## src/rtl/maze_cmd_ctrl.sv

```systemverilog
// maze_cmd_ctrl: debounces the touch buttons and turns presses into move or
// rotate commands. It tracks the player cell and heading against the maze
// wall maps and hands each accepted command to the renderer over valid/ready.
module maze_cmd_ctrl #(
   parameter int unsigned DEBOUNCE_CYCLES = 1_000_000,
   parameter int unsigned START_ROW       = 0,
   parameter int unsigned START_COL       = 0
) (
   input  logic        clk_in,
   input  logic        reset_btn,
   input  logic [3:0]  touch_btn,
   input  logic [29:0] hor_wall,
   input  logic [29:0] ver_wall,
   output logic        cmd_valid,
   input  logic        cmd_ready,
   output logic [1:0]  cmd_mode,
   output logic [2:0]  pos_row,
   output logic [2:0]  pos_col,
   output logic [1:0]  dir,
   output logic        blocked,
   output logic [3:0]  btn_state
);

   localparam int unsigned CNT_W = (DEBOUNCE_CYCLES > 1) ? $clog2(DEBOUNCE_CYCLES) : 1;
   localparam logic [CNT_W-1:0] CNT_MAX = CNT_W'(DEBOUNCE_CYCLES - 1);

   localparam logic [2:0] START_R = 3'(START_ROW);
   localparam logic [2:0] START_C = 3'(START_COL);

   localparam logic [1:0] MODE_NONE = 2'b00;
   localparam logic [1:0] MODE_MOVE = 2'b10;
   localparam logic [1:0] MODE_ROT  = 2'b11;

   localparam logic [1:0] DIR_N = 2'd0;
   localparam logic [1:0] DIR_E = 2'd1;
   localparam logic [1:0] DIR_S = 2'd2;
   localparam logic [1:0] DIR_W = 2'd3;

   typedef enum logic [1:0] {
      IDLE,
      CHECK,
      ISSUE,
      RELEASE
   } state_t;

   typedef enum logic [1:0] {
      REQ_FWD,
      REQ_BWD,
      REQ_ROTL,
      REQ_ROTR
   } req_t;

   logic [3:0]       sync1;
   logic [3:0]       sync2;
   logic [3:0]       raw_pressed;
   logic [CNT_W-1:0] cnt [4];
   logic [3:0]       btn_prev;
   logic [3:0]       press_evt;

   state_t state;
   state_t state_nxt;
   req_t   req;
   req_t   req_nxt;

   logic       cmd_valid_nxt;
   logic [1:0] cmd_mode_nxt;
   logic [2:0] pos_row_nxt;
   logic [2:0] pos_col_nxt;
   logic [1:0] dir_nxt;
   logic       blocked_nxt;

   logic [1:0] move_dir;
   logic [3:0] tgt_row;
   logic [3:0] tgt_col;
   logic [4:0] row5;
   logic [4:0] col5;
   logic [4:0] wall_idx;
   logic       wall_bit;
   logic       move_blocked;

   assign raw_pressed = ~sync2;

   // Two-flop synchronizer on the raw active-low pins
   always_ff @(posedge clk_in or posedge reset_btn) begin
      if (reset_btn) begin
         sync1 <= 4'b0000;
         sync2 <= 4'b0000;
      end else begin
         sync1 <= touch_btn;
         sync2 <= sync1;
      end
   end

   // Per-button stability counter; state flips after enough differing samples
   always_ff @(posedge clk_in or posedge reset_btn) begin
      if (reset_btn) begin
         btn_state <= 4'b0000;
         for (int i = 0; i < 4; i++) begin
            cnt[i] <= '0;
         end
      end else begin
         for (int i = 0; i < 4; i++) begin
            if (raw_pressed[i] == btn_state[i]) begin
               cnt[i] <= '0;
            end else if (cnt[i] == CNT_MAX) begin
               btn_state[i] <= ~btn_state[i];
               cnt[i]       <= '0;
            end else begin
               cnt[i] <= cnt[i] + CNT_W'(1);
            end
         end
      end
   end

   // Registered rising-edge detect of the debounced state
   always_ff @(posedge clk_in or posedge reset_btn) begin
      if (reset_btn) begin
         btn_prev  <= 4'b0000;
         press_evt <= 4'b0000;
      end else begin
         btn_prev  <= btn_state;
         press_evt <= btn_state & ~btn_prev;
      end
   end

   // Target cell and the wall bit on the edge being crossed
   always_comb begin
      move_dir = (req == REQ_BWD) ? dir + 2'd2 : dir;
      tgt_row  = {1'b0, pos_row};
      tgt_col  = {1'b0, pos_col};
      row5     = {2'b00, pos_row};
      col5     = {2'b00, pos_col};
      wall_idx = 5'd0;
      wall_bit = 1'b0;
      case (move_dir)
         DIR_N: begin
            tgt_row  = {1'b0, pos_row} - 4'd1;
            wall_idx = row5 * 5'd5 + col5;
            wall_bit = hor_wall[wall_idx];
         end
         DIR_S: begin
            tgt_row  = {1'b0, pos_row} + 4'd1;
            wall_idx = (row5 + 5'd1) * 5'd5 + col5;
            wall_bit = hor_wall[wall_idx];
         end
         DIR_W: begin
            tgt_col  = {1'b0, pos_col} - 4'd1;
            wall_idx = row5 * 5'd6 + col5;
            wall_bit = ver_wall[wall_idx];
         end
         DIR_E: begin
            tgt_col  = {1'b0, pos_col} + 4'd1;
            wall_idx = row5 * 5'd6 + col5 + 5'd1;
            wall_bit = ver_wall[wall_idx];
         end
         default: begin
            wall_bit = 1'b1;
         end
      endcase
      move_blocked = wall_bit || (tgt_row > 4'd4) || (tgt_col > 4'd4);
   end

   // Command FSM state and registered outputs
   always_ff @(posedge clk_in or posedge reset_btn) begin
      if (reset_btn) begin
         state     <= IDLE;
         req       <= REQ_FWD;
         cmd_valid <= 1'b0;
         cmd_mode  <= MODE_NONE;
         pos_row   <= START_R;
         pos_col   <= START_C;
         dir       <= DIR_N;
         blocked   <= 1'b0;
      end else begin
         state     <= state_nxt;
         req       <= req_nxt;
         cmd_valid <= cmd_valid_nxt;
         cmd_mode  <= cmd_mode_nxt;
         pos_row   <= pos_row_nxt;
         pos_col   <= pos_col_nxt;
         dir       <= dir_nxt;
         blocked   <= blocked_nxt;
      end
   end

   // Command FSM next state and next output values
   always_comb begin
      state_nxt     = state;
      req_nxt       = req;
      cmd_valid_nxt = cmd_valid;
      cmd_mode_nxt  = cmd_mode;
      pos_row_nxt   = pos_row;
      pos_col_nxt   = pos_col;
      dir_nxt       = dir;
      blocked_nxt   = 1'b0;
      case (state)
         IDLE: begin
            if (|press_evt) begin
               state_nxt = CHECK;
               if (press_evt[0]) begin
                  req_nxt = REQ_FWD;
               end else if (press_evt[1]) begin
                  req_nxt = REQ_BWD;
               end else if (press_evt[2]) begin
                  req_nxt = REQ_ROTL;
               end else begin
                  req_nxt = REQ_ROTR;
               end
            end
         end
         CHECK: begin
            case (req)
               REQ_ROTL: begin
                  dir_nxt       = dir - 2'd1;
                  cmd_mode_nxt  = MODE_ROT;
                  cmd_valid_nxt = 1'b1;
                  state_nxt     = ISSUE;
               end
               REQ_ROTR: begin
                  dir_nxt       = dir + 2'd1;
                  cmd_mode_nxt  = MODE_ROT;
                  cmd_valid_nxt = 1'b1;
                  state_nxt     = ISSUE;
               end
               default: begin
                  if (move_blocked) begin
                     blocked_nxt = 1'b1;
                     state_nxt   = RELEASE;
                  end else begin
                     pos_row_nxt   = tgt_row[2:0];
                     pos_col_nxt   = tgt_col[2:0];
                     cmd_mode_nxt  = MODE_MOVE;
                     cmd_valid_nxt = 1'b1;
                     state_nxt     = ISSUE;
                  end
               end
            endcase
         end
         ISSUE: begin
            if (cmd_valid && cmd_ready) begin
               cmd_valid_nxt = 1'b0;
               cmd_mode_nxt  = MODE_NONE;
               state_nxt     = RELEASE;
            end
         end
         RELEASE: begin
            if (btn_state == 4'b0000) begin
               state_nxt = IDLE;
            end
         end
         default: begin
            state_nxt = IDLE;
         end
      endcase
   end

endmodule

```

## config.mk

```make
export PLATFORM = sky130hd
export DESIGN_NAME = maze_cmd_ctrl
export DESIGN_NICKNAME = d
export VERILOG_FILES = /design/src/rtl/maze_cmd_ctrl.sv
export SDC_FILE = /design/constraint.sdc
export NUM_CORES = 1
export LEC_CHECK = 0
export ABC_AREA = 1
export BUFFER_PORTS_ARGS = -buffer_cell sky130_fd_sc_hd__buf_2
export CORE_AREA = 5 5 138 140
export CTS_CLUSTER_DIAMETER = 50
export DETAILED_ROUTE_END_ITERATION = 7
export DIE_AREA = 0 0 143 145
export PLACE_DENSITY = 0.59
export SYNTH_ARGS = -nofsm -noshare
export SYNTH_HDL_FRONTEND = slang
export SYNTH_SLANG_ARGS = --single-unit
```

## constraint.sdc

```tcl
create_clock -name clk_in -period 7.35 [get_ports clk_in]
set_input_delay 0.3675 -clock clk_in [delete_from_list [all_inputs] [get_ports clk_in]]
set_output_delay 0.3675 -clock clk_in [all_outputs]
set_load 0.01 [all_outputs]
```

==> impl_results.md, run 1 <==
* Run status: complete, no violations
* Ports at 83
* FILL cells at 1764
* Crit path launch type: register
* Top_reg_cell synth: dfrtp_1
* Die X at about 140 um
* Minimum clock period at 3.63 ns
* Vias per inst at 4.89
* Antenna diodes at 0
* Clk sinks at 115
* Final ANT Viol Nets at 0
* Share of cells above drive strength 1 at 0.134
* R2R Path End: pos_col[2]$_DFFE_PP0P_
* RR Startpoint: pos_row[0]$_DFFE_PP0P_
* Final worst slack at 3.72 ns
* Clk slew on worst S/H paths at 0.05 ns
* Final net count at 1250
* WL per Instance at 12.1 um
* Worst vdd ir at 0.165 mV
* Die area at 20700 um2
* Routed wire length at between 15000 and 20000 um
* Seq/Total Area, Yosys at 0.372
* Number of port buffers at 82
* Final Skew at 0.0105 ns
* Worst Setup SP: pos_row[0]$_DFFE_PP0P_
* Placer Congestion at 0.825
* Post-DP HPWL at 12500 um
* Static Leak at 4.52 nW
* Core area at 17700 um2
* FF-to-FF path depth at 21
* Post_cts resized at 0
* Cell Pwr Density at 169 nW/um2
* Mapped cell area at slightly below 8000 um2
* Setup WS pre-CTS at 3.71 ns
* Via count at 6773
* Most frequent cells in the layout: nand2_1 (249), inv_1 (153), nand3_1 (138), dfrtp_1 (115), nor2_1 (85)
* First-pass GRT wire length at 29100 um
* Yosys warnings at 0
* Vias in the first global route at 6406
* Synth-to-Final Area Change at 15.2%
* Fmax at around 280 MHz
* Root Driver: clkbuf_16
* Row cnt at 49
* Max_cap viols at 0
* Initial DRC Count at about 300
* RSZ-0062 raised after global routing: false
* Share of flip-flops with an asynchronous set or reset at 1.00
* Critical path required time at 7.64 ns
* Starting Density at 0.437
* Num CTS Buffers at 17
* Post-Synthesis Cells at between 1000 and 1500
* Setup violators final at 0
* Htree depth at 4
* Critical Path Sink Type: register
* Seq cells post-synth at 115
* Antenna violations before repair at 0
* Commonest non-fill, non-tap cell in the layout: nand2_1
* Remaining Overflow, GRT at 0
* Die Ht at 145 um
* Crit path DAT at 3.92 ns
* Setup TNS at 0 ns
* Measured slew at the worst slew-check pin at 0.950 ns
* Clk_lat worst skew at 0.40 ns
* Slew headroom at 0.366
* Detailed Routing Iterations Pass 1 at 4
* Min-delay worst type: in2reg
* Largest net degree at the start of global routing at between 50 and 60
* Util after Layout at 0.503
* Final hold violation count at 0
* Postcts setup bufs at 0
* Syn Nets at 1166
* Gr usage total at 0.166
* CP max FO at 10
* Fin. max-slew vios at 0
* Worst setup endpoint: pos_col[2]$_DFFE_PP0P_
* Crit path kind: reg2reg
* Hold Buf Count CTS at 0
* CTS tree: done
* CTS Buffer Depth at 2
* EDFF count, synth at 0
* Mean Syn Cell Area at approximately 7.3 um2
* Fin crit share at 0.494
* DRC at 0
* Unique masters post-synth at 45
* R2r setup slk at 3.72 ns
-- worst min-delay path by stage --
stage | cells after the start | startpoint | slack, ns | end
2_1_floorplan | 0 | sync1[0]$_DFF_PP0_ | 0.33 | sync2[0]$_DFF_PP0_
3_3_place_gp | 0 | sync1[3]$_DFF_PP0_ | 0.33 | sync2[3]$_DFF_PP0_
3_5_place_dp | 0 | sync1[3]$_DFF_PP0_ | 0.33 | sync2[3]$_DFF_PP0_
4_1_cts | 1 | touch_btn[0] | 0.05 | sync1[0]$_DFF_PP0_
5_1_grt | 1 | touch_btn[3] | 0.06 | sync1[3]$_DFF_PP0_
6_report | 1 | touch_btn[1] | 0.07 | sync1[1]$_DFF_PP0_
-- through the flow --
step / instance area (um2) / hold slack [ns] / power, mW / std cells
floorplan: 7740 / 0.331 / 0.700 / 1058
global placement: 8340 / 0.334 / 0.733 / 1352
detailed placement: 8340 / 0.335 / 0.733 / 1352
CTS: 8910 / 0.0507 / 1.53 / 1384
global route: 8910 / 0.0573 / 1.57 / 1384
finish: 8910 / 0.0713 / 1.51 / 1384
-- cell families (layout without fill, tap and decap cells) --
group                    Yosys count  after routing  share of synthesized area
buffers and inverters            185            282                     0.0955
XOR/XNOR                          38             38                     0.0440
AO/OA/AOI/OAI                    110            110                     0.0752
flip-flops                       115            115                      0.372
AND/OR/NAND/NOR                  569            569                      0.342
adder cells (fa/ha/maj)           41             41                     0.0711
-- area by class of cell --
| type | instances | area [um2] | area share |
|---|---|---|---|
| multi-input combinational | 758 | 4120 | 0.463 |
| sequential | 115 | 2880 | 0.323 |
| inverter | 166 | 631 | 0.0707 |
| clock buffer | 21 | 460 | 0.0516 |
| timing repair buffer | 84 | 425 | 0.0477 |
| tap | 229 | 287 | 0.0321 |
| clock inverter | 11 | 110 | 0.0124 |
-- critical path: stages, from the launching register on --
cell	delay (ns)
dfrtp_1	0.50
ha_1	0.30
xnor2_2	0.22
inv_2	0.08
ha_1	0.27
ha_1	0.32
fa_1	0.65
inv_1	0.12
nand3_1	0.10
nand2_1	0.06
nand2_1	0.05
nand2_1	0.06
nand2_1	0.07
nand2_1	0.05
nand3_1	0.07
nand2_1	0.06
nor2_2	0.14
nand2_2	0.11
clkinv_4	0.09
nand2_4	0.06
nand2_1	0.09
nand2_1	0.05
-- registers in the layout (all words and copies together) (netlist names) --
signal / cells
btn_state: 4
state: 2
dir: 2
sync1: 4
cnt: 80
req: 2
pos_col: 3
press_evt: 4
cmd_mode: 1
btn_prev: 4
pos_row: 3
sync2: 4
cmd_valid: 1
blocked: 1
-- synthesized netlist by cell type (2+ instances only) --
cell      number  share of area
o21a_1         2         0.0019
xor2_1        18          0.020
inv_1        154          0.075
nor4_1         5         0.0040
xnor2_1       19          0.021
nand4_1       21          0.017
and3_1         2         0.0016
nand2_4        3         0.0044
nor2_1        85          0.041
o21ai_0       45          0.029
nor3_1        27          0.017
nand3_2        4         0.0052
fa_1           5          0.013
inv_2          7         0.0034
nor3_2        10          0.013
nor3b_1        6         0.0058
nor2_2         2         0.0016
dfrtp_1      115           0.37
ha_1          36          0.058
nand3b_1       5         0.0048
a21oi_1       48          0.031
a211oi_1       2         0.0019
buf_2         11         0.0071
nor2_4         2         0.0029
nand2_1      249           0.12
clkinv_1       4         0.0019
o21ai_1        6         0.0039
nand2_2        5         0.0040
nand3_1      138          0.089
buf_4          7         0.0068
-- power by group --
part           total [mW]  switching [mW]  internal (mW)
clock               0.788           0.276          0.512
combinational      0.0738          0.0448         0.0290
sequential          0.647         0.00502          0.642
-- per-layer routing --
| metal | GRT usage | wire [um] |
|---|---|---|
| met1 | 0.230 | 8170 |
| met3 | 0.0296 | 777 |
| met4 | 0.0418 | 157 |
| met2 | 0.268 | 7650 |
| met5 | 0 | 0 |
(Power assumes the default switching activity.)
==> inputs of run 2 (changes only) <==
ABC_AREA = 0   (was 1)
CORE_AREA = 5 5 132 134   (was 5 5 138 140)
DIE_AREA = 0 0 137 139   (was 0 0 143 145)
clock period = 3.72 ns   (was 7.35 ns; I/O delays follow)
==> run 2 against run 1 <==
Power up 100%. Worst setup slack worse by 3.8 ns. Global-route usage down 0.31 points. The flow now finishes with violations (negative setup slack). Wire length down 10%. Clock power up 100%. Synthesized cell count down 36%. Register-to-register slack worse by 3.8 ns. Area after synthesis down 8.4%. Combinational power rose to 2.9 times the previous value. Clock skew down 0.0041 ns. Critical endpoint is now pos_row[1]$_DFFE_PP0P_.
==> impl_results.md, run 2 <==
* Run status: complete, but fails checks
* Violated checks: negative setup slack
* Htree depth at 4
* Setup TNS at -0.109 ns
* Syn Nets at 783
* Most frequent cells in the layout: dfrtp_1 (113), nor2_1 (91), buf_2 (82), xnor2_1 (44), nand2_1 (44)
* Root Driver: clkbuf_16
* Largest net degree at the start of global routing at 58
* Worst hold start: cmd_ready
* Switch share at 0.215
* Routed metal-1 wire length at between 6000 and 7000 um
* RR Startpoint: pos_row[0]$_DFFE_PP0P_
* Ports at 83
* Most frequent CP cell: ha_4
* Commonest non-fill, non-tap cell in the layout: dfrtp_1
* Slowest stage delay, CP at 0.53 ns
* Unique masters post-synth at 60
* Storage element area at ~2900 um2
* CTS tree: done
* Final net count at 897
* Row cnt at 47
* Clk sinks at roughly 120
* Seq cells post-synth at between 100 and 150
* Mapped cell area at between 7000 and 8000 um2
* Worst Setup SP: pos_row[0]$_DFFE_PP0P_
* Num CTS Buffers at 17
* RSZ-0062 raised after global routing: true
* Mean Syn Cell Area at about 11 um2
* Synth-to-Final Area Change at 22.2%
* Crit path launch type: register
* Starting Density at 0.439
* Switching power at 665 uW
* Final ANT Viol Nets at 0
* Via count at 5442
* Slew headroom at 0.415
* Vias per inst at 5.32
* Max_cap viols at 0
* Final Skew at between 0.006 and 0.007 ns
* WP buf/inv at 0
* Initial DRC Count at 187
* Setup WS pre-CTS at -0.0799 ns
* Top Metal Used: met4
* Footprint of the multi-input gates at ~4100 um2
* Die Ht at 139 um
* Critical path required time at 4.01 ns
* EDFF count, synth at 0
* Post-synth top area cell: dfrtp_1
* Clock Power Share at 0.516
* Logic pwr share at 0.069
* Static Leak at 4.02 nW
* Core area at between 15000 and 20000 um2
* Setup violators final at 4
* Gr usage total at 0.163
* Top cells by count, synth: dfrtp_1 (115), nor2_1 (92), nand2_1 (45), xnor2_1 (45), xor2_1 (37)
* Share of flip-flops with an asynchronous set or reset at 1.00
* Antenna violations before repair at 0
* Post-Synthesis Cells at 675
* Die area at 19000 um2
* CP max FO at 3
* Clk_lat worst skew at 0.40 ns
* Placer Congestion at 0.880
* Worst path top cell family by delay: multiplexers
* Die X at 137 um
* Share of cells above drive strength 1 at 0.246
* CTS Buffer Depth at 2
* Fin crit share at 1.01
* Critical Path Sink Type: register
* Util after Layout at 0.536
* Worst vdd ir at around 0.29 mV
* Met3 routed WL at between 800 and 900 um
* FF-to-FF path depth at 12
* Cell Pwr Density at between 300 and 400 nW/um2
* First-pass GRT wire length at 25600 um
* FILL cells at approximately 1400
* Measured slew at the worst slew-check pin at 0.868 ns
* Clk slew on worst S/H paths at about 0.050 ns
* Pint at 2.42 mW
* DRC at 0
* Detailed Routing Iterations Pass 1 at 4
* WP depth at 12
* Top_reg_cell synth: dfrtp_1
* Antenna diodes at 0
* Routed wire length at 15000 um
* Final hold violation count at 0
* Min-delay worst type: in2reg
* Most frequent cell after synthesis: dfrtp_1
* Post-DP HPWL at 11300 um
* Crit path cell chain: ha_4 -> xor2_4 -> ha_4 -> ha_4 -> fa_1 -> mux4_2 -> mux4_2 -> nand2_2 -> o22ai_4 -> nor4_4 -> nand2_2 -> mux2_4
* Final worst slack at -0.0354 ns
* Seq pwr share at 0.415
* Vias in the first global route at 5536
* Max FFs per register at 80
* Crit path kind: reg2reg
* Yosys warnings at 0
* Fmax at 266 MHz
* Minimum clock period at 3.76 ns
* Crit path DAT at 4.04 ns
* Metal2 WL at around 7200 um
* Main area contributors after synthesis: dfrtp_1 (41%), mux4_2 (6.7%), ha_1 (6.3%), xnor2_1 (5.6%), nor2_1 (4.9%)
* Synth top area share at 0.406
* Seq/Total Area, Yosys at 0.406
* CP max-delay cell: fa_1
* Fin. max-slew vios at 0
* Number of port buffers at 82
* WL per Instance at between 10 and 15 um
* Biggest register: cnt
* Hold Crit Depth at 3
* Remaining Overflow, GRT at 0
run 2: cell types whose count changed in the layout (fill, tap and decap cells not counted), sizes merged, moves of 26 or more:
cell / before / now
xnor2: 20 / 46
nand3: 142 / 34
nand2: 257 / 46
buf: 84 / 112
o21ai: 51 / 24
mux4: 0 / 27
inv: 161 / 25
nor3: 38 / 4
run 2: layout make-up:
cell class,instances,area share
inverter,25,0.0114
multi-input combinational,513,0.477
sequential,115,0.332
tap,220,0.0317
clock inverter,9,0.0118
clock buffer,23,0.0563
timing repair buffer,117,0.0791
run 2: worst paths after layout:
kind                                          endpoint  slack [ns]
max in group asynchronous            cnt[66]$_DFF_PP0_        2.39
worst max-delay path            pos_row[1]$_DFFE_PP0P_       -0.04
min in group asynchronous           sync1[3]$_DFF_PP0_        0.46
worst min-delay path             cmd_valid$_DFFE_PP0P_        0.12
worst min register to register      sync2[1]$_DFF_PP0_        0.35
worst max register to register  pos_row[1]$_DFFE_PP0P_       -0.04
run 2: timing repair:
action	in CTS	in global routing
hold buffers	5	0
resized for setup	6	9
buffers inserted	1	2
setup endpoints to repair	5	8
endpoints found under the hold margin	59	0
pin swaps	3	6
run 2: cells by family (layout without fill, tap and decap cells):
logic type	count (synthesis)	in the layout	share of synthesized area
adder cells (fa/ha/maj)	41	41	0.0776
XOR/XNOR	85	85	0.110
buffers and inverters	47	174	0.0280
flip-flops	115	115	0.406
multiplexers	55	55	0.129
AO/OA/AOI/OAI	77	77	0.0720
AND/OR/NAND/NOR	255	255	0.178
run 2: per-layer routing:
metal	global-route usage	vias to the layer above
met2	0.265	129
met1	0.210	2673
li1	-	2614
met3	0.0414	26
met5	0	-
met4	0.0562	0
run 2: per-stage QoR:
| stage | hold WS, ns | instances | total power [mW] | area [um2] |
|---|---|---|---|---|
| 3_3_place_gp | 0.293 | 982 | 1.50 | 7930 |
| 4_1_cts | 0.0981 | 1020 | 3.13 | 8600 |
| 3_5_place_dp | 0.295 | 982 | 1.51 | 7930 |
| 2_1_floorplan | 0.217 | 675 | 1.44 | 7160 |
| 5_1_grt | 0.119 | 1022 | 3.21 | 8670 |
| 6_report | 0.119 | 1022 | 3.09 | 8670 |
run 2: worst min-delay path, cell delays in order:
cell and delay, ns:
buf_2 0.11, o21ai_1 0.06, o2bb2ai_1 0.12
run 2: power by group through the flow:
stage	logic, mW	registers (mW)	clock network, mW
detailed placement	0.209	1.30	0
global placement	0.203	1.30	0
finish	0.213	1.28	1.59
floorplan	0.135	1.30	0
global route	0.238	1.28	1.69
CTS	0.216	1.28	1.63
==> inputs of run 3 (changes only) <==
MAX_ROUTING_LAYER = met4   (was default)
==> run 3 against run 2 <==
The run still ends with negative setup slack left. Maximum frequency up 0.10%. Clock skew up 0.0014 ns. Sequential power about the same. Wire length about the same. Global-route usage up 0.47 points. Clock power about the same. Die area unchanged. Worst hold slack better by 0.0054 ns. Combinational power about the same. Clock-buffer cell count unchanged. Via count about the same. Critical path depth unchanged. Highest routed layer unchanged.
==> impl_results.md, run 3 (same netlist as run 2, synthesis figures left out) <==
* Run status: complete, but fails checks
* Violated checks: negative setup slack
* Crit path DAT at about 4.0 ns
* Placer Congestion at 0.894
* Die Ht at 139 um
* Seq pwr share at 0.415
* Worst vdd ir at 0.291 mV
* Vias per inst at 5.32
* Fmax at around 270 MHz
* Measured slew at the worst slew-check pin at between 0.8 and 0.9 ns
* Gr usage total at 0.167
* Total Power Consumption at ~3.1 mW
* Detailed Routing Iterations Pass 1 at 4
* RSZ-0062 raised after global routing: true
* DRC at 0
* Setup TNS at -0.0968 ns
* Slowest stage delay, CP at between 0.5 and 0.6 ns
* Clk slew on worst S/H paths at 0.05 ns
* Max_cap viols at 0
* Worst path top cell family by delay: multiplexers
* Share of cells above drive strength 1 at 0.246
* Routed wire length at 15000 um
* Most frequent cells in the layout: dfrtp_1 (113), nor2_1 (91), buf_2 (82), xnor2_1 (44), nand2_1 (44)
* WP depth at 12
* Vias in the first global route at 5522
* Min Hold Slack at 0.125 ns
* Fin. max-slew vios at 0
* Worst hold start: cmd_ready
* Critical Path Sink Type: register
* CP max-delay cell: fa_1
* Biggest register: cnt
* CTS Buffer Depth at 2
* Critical path required time at 4.00 ns
* Commonest non-fill, non-tap cell in the layout: dfrtp_1
* Ports at 83
* Minimum clock period at approximately 3.8 ns
* Placed insts at approximately 980
* Die area at about 19000 um2
* WP buf/inv at 0
* Via count at 5440
* Remaining Overflow, GRT at 0
* Cell Pwr Density at 356 nW/um2
* Max FFs per register at 80
* Largest net degree at the start of global routing at 58
* Final worst slack at -0.0315 ns
* Crit path launch type: register
* Fin crit share at 1.01
* Post-DP HPWL at 11300 um
* CP max FO at 3
* Number of port buffers at ~80
* Antenna diodes at 0
* Final hold violation count at 0
* First-pass GRT wire length at 25600 um
* Switch share at 0.214
* Most frequent CP cell: ha_4
* Htree depth at 4
* Switching power at 660 uW
* Final net count at 897
* WL per Instance at around 15 um
* Final Skew at slightly below 0.008 ns
* Worst Setup SP: pos_row[0]$_DFFE_PP0P_
* Synth-to-Final Area Change at 22.2%
* Logic pwr share at 0.069
* Pint at 2.42 mW
* Min-delay worst type: in2reg
* Row cnt at 47
* Setup violators final at 4
* Clock Power Share at 0.516
* Root Driver: clkbuf_16
* RR Startpoint: pos_row[0]$_DFFE_PP0P_
* Non-Filler Instances at roughly 1000
* Die X at 137 um
* Static Leak at 4.02 nW
* Initial DRC Count at ~180
* FF-to-FF path depth at 12
* Hold Crit Depth at 3
* Final ANT Viol Nets at 0
* Antenna violations before repair at 0
* Clk_lat worst skew at 0.40 ns
* CTS tree: done
* Starting Density at 0.439
* Crit path kind: reg2reg
* Num CTS Buffers at 17
* Crit path cell chain: ha_4 -> xor2_4 -> ha_4 -> ha_4 -> fa_1 -> mux4_2 -> mux4_2 -> nand2_2 -> o22ai_4 -> nor4_4 -> nand2_2 -> mux2_4
* Core area at 16200 um2
* Clk sinks at between 100 and 150
* Slew headroom at 0.398
[run 3: cell counts in the layout (fill, tap and decap cells not counted)]
Identical to the previous run, type by type.
[run 3: worst min-delay path: stages]
cell and delay (ns):
buf_2 0.11, o21ai_1 0.06, o2bb2ai_1 0.12
[run 3: per-stage QoR]
stage / utilization / setup WS [ns] / area (um2)
floorplan: - / -0.176 / 7160
global placement: 0.491 / -0.00572 / 7930
detailed placement: 0.491 / -0.0799 / 7930
CTS: 0.532 / -0.0909 / 8600
global route: 0.536 / -0.130 / 8670
finish: 0.536 / -0.0315 / 8670
[run 3: area by class of cell]
class / count / area [um2]
fillers: 1379 / 7500
multi-input cells: 513 / 4140
flip-flops and latches: 115 / 2880
repair buffers: 117 / 686
clock buffers: 23 / 488
well taps: 220 / 275
clock inverters: 9 / 103
inverters: 25 / 98.8
[run 3: final timing paths]
path                                     endpoint  slack, ns
setup reg to reg           pos_row[1]$_DFFE_PP0P_      -0.03
hold reg to reg                sync2[1]$_DFF_PP0_       0.35
max in group asynchronous       cnt[66]$_DFF_PP0_       2.39
hold / removal              cmd_valid$_DFFE_PP0P_       0.12
setup / recovery           pos_row[1]$_DFFE_PP0P_      -0.03
min in group asynchronous      sync1[3]$_DFF_PP0_       0.46
[run 3: timing repair]
item                                    in CTS  in global routing
endpoints found under the setup margin       5                  8
endpoints found under the hold margin       59                  0
hold buffers                                 5                  0
cloned                                       0                  0
pin swaps                                    3                  6
resized for setup                            6                  9
setup buffers                                1                  2
[run 3: power by group through the flow]
stage | Combinational, mW | Sequential, mW | Clock, mW
final | 0.213 | 1.28 | 1.59
after detailed placement | 0.209 | 1.30 | 0
after global placement | 0.203 | 1.30 | 0
after CTS | 0.216 | 1.28 | 1.63
after floorplan | 0.135 | 1.30 | 0
after global routing | 0.238 | 1.28 | 1.69
[run 3: metal layers]
layer  track usage  vias up  routed length, um
li1              -     2614                  -
met1         0.210     2672               6650
met2         0.265      133               7260
met3        0.0385       21                802
met4        0.0593        0                295
met5             -        -                  0
